**src/rtl/dcp_step.sv**
```systemverilog
// rtl/dcp_step.sv - 'T' command handler: read step count, pulse clk_cpu, print pc
//
// Purpose: child handler of the debug control unit for the single/multi-step
// command. It becomes active when sel_mode equals CMD_CODE. It then:
//   1. reads an optional hex step count through the scanner handshake;
//   2. emits that many clk_cpu_T pulses (CLK_HI high, CLK_LO low);
//   3. prints pc in hex, then prints a newline through the printer handshake;
//   4. holds finish_T until the dispatcher moves sel_mode away.
//
// Ports:
//   clk, rstn               system clock, asynchronous active-low reset
//   sel_mode[7:0]           command currently selected by the dispatcher
//   finish_T                command complete, held while sel_mode == CMD_CODE
//   req_rx_T, type_rx_T     scanner request / type (1 = hex word)
//   ack_rx, flag_rx, din_rx scanner acknowledge, "no number" flag, value
//   req_tx_T, type_tx_T     printer request / type (0 = char, 1 = hex word)
//   ack_tx                  printer acknowledge
//   dout_T[31:0]            data to printer
//   clk_cpu_T               registered CPU clock pulse
//   pc[31:0]                current CPU program counter

module dcp_step #(
  parameter logic [7:0] CMD_CODE = 8'h54,
  parameter int          CLK_HI   = 2,
  parameter int          CLK_LO   = 2
) (
  input  logic        clk,
  input  logic        rstn,
  input  logic [7:0]  sel_mode,
  output logic        finish_T,
  output logic        req_rx_T,
  output logic        type_rx_T,
  input  logic        ack_rx,
  input  logic        flag_rx,
  input  logic [31:0] din_rx,
  output logic        req_tx_T,
  output logic        type_tx_T,
  input  logic        ack_tx,
  output logic [31:0] dout_T,
  output logic        clk_cpu_T,
  input  logic [31:0] pc
);

  typedef enum logic [2:0] {
    S_IDLE,
    S_ARG,
    S_CHK,
    S_HI,
    S_LO,
    S_PR_PC,
    S_PR_NL,
    S_DONE
  } state_t;

  localparam logic [15:0] HI_LAST = 16'(CLK_HI - 1);
  localparam logic [15:0] LO_LAST = 16'(CLK_LO - 1);

  state_t      state_q;
  logic [31:0] cnt_q;
  logic [15:0] phase_q;
  logic        finish_q;
  logic        req_rx_q;
  logic        type_rx_q;
  logic        req_tx_q;
  logic        type_tx_q;
  logic [31:0] dout_q;
  logic        clk_cpu_q;

  logic        sel_hit;
  logic [31:0] cnt_dec_d;

  assign sel_hit = (sel_mode == CMD_CODE);
  // Saturating decrement: the step count never wraps below zero.
  assign cnt_dec_d = (cnt_q != 32'd0) ? (cnt_q - 32'd1) : 32'd0;

  always_ff @(posedge clk or negedge rstn) begin
    if (!rstn) begin
      state_q   <= S_IDLE;
      cnt_q     <= 32'd0;
      phase_q   <= 16'd0;
      finish_q  <= 1'b0;
      req_rx_q  <= 1'b0;
      type_rx_q <= 1'b0;
      req_tx_q  <= 1'b0;
      type_tx_q <= 1'b0;
      dout_q    <= 32'd0;
      clk_cpu_q <= 1'b0;
    end else if (state_q != S_IDLE && !sel_hit) begin
      // Abort: the dispatcher has moved on, so drop everything at once.
      state_q   <= S_IDLE;
      cnt_q     <= 32'd0;
      phase_q   <= 16'd0;
      finish_q  <= 1'b0;
      req_rx_q  <= 1'b0;
      type_rx_q <= 1'b0;
      req_tx_q  <= 1'b0;
      type_tx_q <= 1'b0;
      dout_q    <= 32'd0;
      clk_cpu_q <= 1'b0;
    end else begin
      case (state_q)
        S_IDLE: begin
          if (sel_hit) begin
            state_q   <= S_ARG;
            req_rx_q  <= 1'b1;
            type_rx_q <= 1'b1;
          end
        end

        S_ARG: begin
          if (req_rx_q && ack_rx) begin
            req_rx_q  <= 1'b0;
            type_rx_q <= 1'b0;
            cnt_q     <= flag_rx ? 32'd1 : din_rx;
            state_q   <= S_CHK;
          end
        end

        S_CHK: begin
          if (cnt_q == 32'd0) begin
            state_q   <= S_PR_PC;
            req_tx_q  <= 1'b1;
            type_tx_q <= 1'b1;
            dout_q    <= pc;
          end else begin
            state_q   <= S_HI;
            phase_q   <= 16'd0;
            clk_cpu_q <= 1'b1;
          end
        end

        S_HI: begin
          if (phase_q == HI_LAST) begin
            state_q   <= S_LO;
            phase_q   <= 16'd0;
            clk_cpu_q <= 1'b0;
          end else begin
            phase_q <= phase_q + 16'd1;
          end
        end

        S_LO: begin
          if (phase_q == LO_LAST) begin
            // The count check happens here on the decremented value.
            // This keeps the step period at CLK_HI + CLK_LO with no idle
            // cycle between pulses.
            cnt_q   <= cnt_dec_d;
            phase_q <= 16'd0;
            if (cnt_dec_d == 32'd0) begin
              state_q   <= S_PR_PC;
              req_tx_q  <= 1'b1;
              type_tx_q <= 1'b1;
              dout_q    <= pc;
            end else begin
              state_q   <= S_HI;
              clk_cpu_q <= 1'b1;
            end
          end else begin
            phase_q <= phase_q + 16'd1;
          end
        end

        S_PR_PC: begin
          if (req_tx_q && ack_tx) begin
            // The newline request is set up now and raised one cycle later.
            // The printer therefore sees req low between the two prints.
            req_tx_q  <= 1'b0;
            type_tx_q <= 1'b0;
            dout_q    <= 32'h0000_000A;
            state_q   <= S_PR_NL;
          end
        end

        S_PR_NL: begin
          if (!req_tx_q) begin
            req_tx_q <= 1'b1;
          end else if (ack_tx) begin
            req_tx_q <= 1'b0;
            finish_q <= 1'b1;
            state_q  <= S_DONE;
          end
        end

        S_DONE: begin
          state_q <= S_DONE;
        end

        default: begin
          state_q <= S_IDLE;
        end
      endcase
    end
  end

  assign finish_T  = finish_q;
  assign req_rx_T  = req_rx_q;
  assign type_rx_T = type_rx_q;
  assign req_tx_T  = req_tx_q;
  assign type_tx_T = type_tx_q;
  assign dout_T    = dout_q;
  assign clk_cpu_T = clk_cpu_q;

endmodule
```
**config.mk**
```make
export PLATFORM = sky130hd
export DESIGN_NAME = dcp_step
export DESIGN_NICKNAME = d
export VERILOG_FILES = /design/src/rtl/dcp_step.sv
export SDC_FILE = /design/constraint.sdc
export NUM_CORES = 1
export LEC_CHECK = 0
export ABC_CLOCK_PERIOD_IN_PS = 10300
export CAP_MARGIN = 20
export CORE_MARGIN = 2
export CORE_UTILIZATION = 45
export CTS_BUF_LIST = sky130_fd_sc_hd__clkbuf_8 sky130_fd_sc_hd__clkbuf_16
export DETAILED_ROUTE_END_ITERATION = 8
export PLACE_DENSITY = 0.72
export SYNTH_ARGS = -nofsm -noshare
export SYNTH_HDL_FRONTEND = slang
export SYNTH_SLANG_ARGS = --single-unit
```
**constraint.sdc**
```tcl
create_clock -name clk -period 10.3 [get_ports clk]
set_input_delay 1.545 -clock clk [delete_from_list [all_inputs] [get_ports clk]]
set_output_delay 1.545 -clock clk [all_outputs]
set_load 0.05 [all_outputs]
```
==> impl_metrics.tcl <==
set metrics [dict create \
    status "finished clean" \
    endpoint_kind "flop" \
    synth_cell_type_count 64 \
    rsz0062_at_grt "no" \
    first_global_vias 5244 \
    r2r_slack_ns 5.84 \
    cp-startpoint "cnt_q[0]" \
    diodes 0 \
    ys_ff_latch 88 \
    cp_data_required_time_ns 10.54 \
    cts_tree "yes" \
    swShare 0.383 \
    grt_antenna_before_repair 0 \
    timing.final.ws_setup_ns 5.84 \
    crit_chain "inv_1, ha_1, nor3b_2, nand4_1, o311ai_0, nand3b_1, or4_1, o21a_1, or2_1, buf_16, mux2_4" \
    num_vias 5515 \
    clockPowerShare 0.289 \
    drive_gt1_frac 0.0620 \
    nNetsFinal 802 \
    ios 115 \
    p_int_mw 0.730 \
    reg2reg_to "dout_T[1]" \
    io_buffers 114 \
    die_y_um 114 \
    holdCritStartpoint "dout_T[4]" \
    h-tree-depth 3 \
    finalCriticalPeriod_ns 4.46 \
    yosys-top-cells-area "dfrtp_1 (40%), o21ai_0 (6.8%), nand4_1 (5.0%)" \
    combPwrFrac 0.393 \
    crit_slowest_cell "or4_1" \
    worstSetupEndpoint "dout_T[1]" \
    cellLeakagePower_nw 2.84 \
    setup_viol 0 \
    grt_max_degree 88 \
    post_cts_buffers 0 \
    fmax_ghz 0.224 \
    synth_top_area_frac 0.403 \
    rr_startpoint "cnt_q[0]" \
    synth_fp_nets 717 \
    yosysWarnings 0 \
    p_switching_mw 0.453 \
    ctsHoldBuffers 0 \
    cts_buffers 9 \
    n_fill_cell 1079 \
    post_cts_resized 0 \
    start_util 0.459 \
    synth_area_um2 5460 \
    drv_slew 0 \
    vias_per_cell 6.32 \
    wl_per_cell_um 19.4 \
    drv_cap 0 \
    tns_ns 0 \
    grt_usage 0.256 \
    cts_max_path_buffers 2 \
    yosysSeqAreaShare 0.403 \
    yosys.cell_count.top_type "dfrtp_1" \
    synth_edf_count 0 \
    grt-ovfl-total 0 \
    grt_pass1_wl_um 26400 \
    clock_sinks 88 \
    die_w_um 114 \
    hold_violations 0 \
    clkTransAtPathRegs_ns 0.07 \
    cp_slowest_stage_delay_ns 0.60 \
    cp_max_fo 28 \
    whs_ns 0.498 \
    synth_top_area_cell "dfrtp_1" \
    powerDensity_nw_per_um2 168 \
    firstDrtPassIters 5 \
    synthToLayoutAreaGrowth_pct 28.6 \
    async_reset_ff_frac 1.00 \
    ctsRootBufferMaster "clkbuf_16" \
    syn_area_per_cell_um2 8.59 \
    peakVddDrop_uv 107 \
    insertion_delay_ns 0.35 \
    worstSetupPathType "reg2reg" \
    min_period_over_period 0.433 \
    clock_skew_ns 0.00694 \
    r2r_cells 11 \
    p_total_mw 1.18 \
    final_antenna_net_count 0 \
    drt-total-wl_um 16900 \
    synthCells 636 \
    crit_path_start_kind "flop" \
    core_area_um2 11900 \
    drc 0 \
    die-area_um2 13000 \
    relSlewSlack 0.290 \
    finalWeightedCongestion 0.888 \
    final_cell_area_um2 7020 \
    synth_common_cells "dfrtp_1 (88), o21ai_0 (74), nand2_1 (52)" \
    hold_path_class "reg2reg" \
    drtIter0Drc 579 \
    synth-main-ff-cell "dfrtp_1" \
    seqPwrFrac 0.318 \
    cp_data_arrival_time_ns 4.69 \
    dp_hpwl_um 11300 \
    placed_area_um2 6620 \
    place_ws_ns 4.89 \
    rows 40 \
    tightestPinTransition_ns 1.06 \
]
layout make-up:
| type | count | area, um^2 | area share |
|---|---|---|---|
| Multi-Input combinational cell | 486 | 2990 | 0.426 |
| Sequential cell | 88 | 2200 | 0.314 |
| Timing Repair Buffer | 125 | 1300 | 0.185 |
| Clock buffer | 10 | 239 | 0.0340 |
| Tap cell | 147 | 184 | 0.0262 |
| Clock inverter | 6 | 68.8 | 0.00980 |
| Inverter | 11 | 41.3 | 0.00588 |
registers in the layout, indices dropped and copies added (netlist names):
signal and flops:
type_tx_T 1, dout_T 32, clk_cpu_T 1, type_rx_T 1, req_tx_T 1, cnt_q 32, state_q 3, phase_q 16
finish_T 1
how the worst min path moves through the flow:
stage | end | slack [ns] | depth (start not counted)
floorplan | phase_q[15] | 0.45 | 1
global placement | dout_T[22] | 0.47 | 1
detailed placement | dout_T[5] | 0.48 | 1
CTS | dout_T[22] | 0.49 | 1
global route | dout_T[23] | 0.51 | 1
finish | dout_T[4] | 0.50 | 1
worst max-delay path: cells and delay by family, from the launching register on:
| kind | cells | cell delay, ns |
|---|---|---|
| AND/OR/NAND/NOR | 5 | 2.08 |
| AO/OA/AOI/OAI | 2 | 0.87 |
| flip-flops | 1 | 0.48 |
| buffers and inverters | 2 | 0.35 |
| multiplexers | 1 | 0.30 |
| adder cells (fa/ha/maj) | 1 | 0.25 |
per-stage QoR:
| stage | std cells | util |
|---|---|---|
| floorplan | 636 | - |
| global placement | 851 | 0.554 |
| detailed placement | 853 | 0.556 |
| CTS | 869 | 0.581 |
| global route | 873 | 0.590 |
| finish | 873 | 0.590 |
power groups by stage:
stage / combinational, mW / sequential [mW] / clock [mW]
finish: 0.465 / 0.376 / 0.341
global route: 0.503 / 0.378 / 0.364
detailed placement: 0.435 / 0.382 / 0
global placement: 0.429 / 0.382 / 0
CTS: 0.438 / 0.376 / 0.346
floorplan: 0.311 / 0.392 / 0
layer usage:
layer | up-vias | track usage | routed length, um
met2 | 208 | 0.428 | 8380
met3 | 35 | 0.0445 | 928
met4 | 0 | 0.105 | 405
met5 | - | 0 | 0
li1 | 2598 | - | -
met1 | 2674 | 0.330 | 7180
logic make-up after synthesis:
| kind of cell | after synthesis | synth area share |
|---|---|---|
| xor gates and xnor gates | 17 | 0.0273 |
| muxes | 2 | 0.00550 |
| DFF | 88 | 0.403 |
| buffers and inverters | 62 | 0.0497 |
| and+or+nand+nor | 257 | 0.263 |
| adders and majority gates | 4 | 0.00916 |
| AOI/OAI and AO/OA | 206 | 0.243 |
placed cells by master, fill, tap and decap left out, types with 8 or more instances in the layout:
cell,synthesis,final
nand3_1,19,19
nor4_1,14,14
or4_1,9,9
a22oi_1,13,13
inv_1,10,10
xor2_1,10,10
nand2_1,52,52
a31oi_1,11,11
clkbuf_16,0,9
or3_1,8,8
nor3_1,27,27
clkdlybuf4s50_1,0,113
nand4_1,44,44
o21ai_0,74,74
o2bb2ai_1,31,31
dfrtp_1,88,88
nor2_1,36,36
and3_1,11,11
a21oi_1,40,40
(Power assumes the default switching activity.)
==> RTL edit (same flow settings) <==
Add an input register stage for `sel_mode`, with the module's reset; this delays it by one clock. The other inputs are not delayed to match.
--- a/src/rtl/dcp_step.sv
+++ b/src/rtl/dcp_step.sv
@@ -56,4 +56,14 @@
   localparam logic [15:0] LO_LAST = 16'(CLK_LO - 1);
 
+  logic [7:0] sel_mode_q;
+
+  always_ff @(posedge clk or negedge rstn) begin
+    if (!rstn) begin
+      sel_mode_q <= '0;
+    end else begin
+      sel_mode_q <= sel_mode;
+    end
+  end
+
   state_t      state_q;
   logic [31:0] cnt_q;
@@ -70,5 +80,5 @@
   logic [31:0] cnt_dec_d;
 
-  assign sel_hit = (sel_mode == CMD_CODE);
+  assign sel_hit = (sel_mode_q == CMD_CODE);
   // Saturating decrement: the step count never wraps below zero.
   assign cnt_dec_d = (cnt_q != 32'd0) ? (cnt_q - 32'd1) : 32'd0;
Function: changed (a bounded check fails within 4 cycles, from zero or initial values and one cycle with rstn low).
==> RTL edit against the original RTL <==
Wire length decreased by 12%; power decreased by 14%; area after synthesis decreased by 3.1%; worst hold slack improved by 3.4 ps; sequential cell count increased by 8; core utilization increased by 0.65 points; count of clock-buffer cells in the layout decreased by 1; cell area decreased by 2.7%; worst setup slack improved by 410 ps; critical endpoint is now dout_T[12]$_DFFE_PN0P_.
==> RTL edit: results (changes against the original RTL) <==
| Metric | Value |
|---|---|
| Post-DP Area | 0.00648 mm^2 (was 0.00662 mm^2) |
| Sequential-to-total area share from yosys stat | 45.4% (was 40.3%) |
| Hold_sp | dout_T[1]$_DFFE_PN0P_ (was dout_T[4]$_DFFE_PN0P_) |
| Worst-Margin Slew | 1070 ps (was 1060 ps) |
| CTS H-Tree Depth | 3 (unchanged) |
| Worst clock skew | 11.5 ps (was 6.94 ps) |
| Layout cells sized above 1 | 5.46% (was 6.20%) |
| Hold crit path type | flop to flop (unchanged) |
| Critical Path Fanout Max | 29 (was 28) |
| Crit path largest cell delay | 550 ps (was 600 ps) |
| Yosys cell types | 63 (was 64) |
| DRT met1 WL | 6.74 mm (was 7.18 mm) |
| Ys Warns | 0 (unchanged) |
| Routability Congestion | 0.969 (was 0.888) |
| Largest net degree at the start of global routing | 51 (was 88) |
| Initial DRC Count | 473 (was 579) |
| Crit share post-route | 39.3% (was 43.3%) |
| Setup crit end | dout_T[12]$_DFFE_PN0P_ (was dout_T[1]$_DFFE_PN0P_) |
| Outcome | finished, final reports clean (unchanged) |
| Gr usage total | 23.6% (was 25.6%) |
| Worst R2R Setup Slack | 6250 ps (was 5840 ps) |
| DR vias | 5111 (was 5515) |
| Reg2Reg Depth | 9 (was 11) |
| Vias/cell | 6.09 (was 6.32) |
| Worst EP arrival | 4280 ps (was 4690 ps) |
| Met2 routed WL | 6.86 mm (was 8.38 mm) |
| Metal3 WL | 1.02 mm (was 928 um) |
| Pre-CTS setup slack | 6060 ps (was 4890 ps) |
| Placed Cells | 822 (was 853) |
| Routed WL per cell | 17.8 um (was 19.4 um) |
| Crit-path slowest cell | nor4_2 (was or4_1) |
| Nets | 771 (was 802) |
| Synth Area per Inst | 8.85 um^2 (was 8.59 um^2) |
| WHS | 501 ps (was 498 ps) |
| Syn Nets | 678 (was 717) |
| Static Leak | 2.94 nW (was 2.84 nW) |
| Hpwl dp | 10.4 mm (was 11.3 mm) |
| Main area contributors after synthesis | dfrtp_1 45%, o21ai_0 8.0%, a22o_1 5.0%, nor2_1 3.9%, nand2_1 3.8% (was dfrtp_1 40%, o21ai_0 6.8%, nand4_1 5.0%, o2bb2ai_1 5.0%, a21oi_1 3.7%) |
| Max IR drop VDD | 0.0000779 V (was 0.000107 V) |
| Global-route wire length before repair | 24.3 mm (was 26.4 mm) |
[RTL edit: cell families after synthesis]
kind of cell               synth area share (%)
AOI/OAI and AO/OA                          24.4
xor gates and xnor gates                   1.82
DFF                                        45.4
muxes                                     0.615
and+or+nand+nor                            22.9
adders and majority gates                 0.709
buffers and inverters                      4.21
[RTL edit: power by group]
group          internal [mW]  switching, mW
clock                  0.216          0.153
combinational         0.0886          0.148
sequential             0.388         0.0176
total                  0.692          0.319
[RTL edit: layout make-up]
class | count | area (um^2)
Fill cell | 990 | 4630
Clock inverter | 7 | 101
Sequential cell | 96 | 2400
Tap cell | 143 | 179
Inverter | 8 | 30.0
Timing Repair Buffer | 120 | 1220
Clock buffer | 9 | 225
Multi-Input combinational cell | 456 | 2670
[RTL edit: routing by layer]
metal	vias to the layer above	track usage (%)
met5	-	0
met4	0	8.46
met3	24	4.97
met2	204	35.0
met1	2465	34.4
li1	2418	-
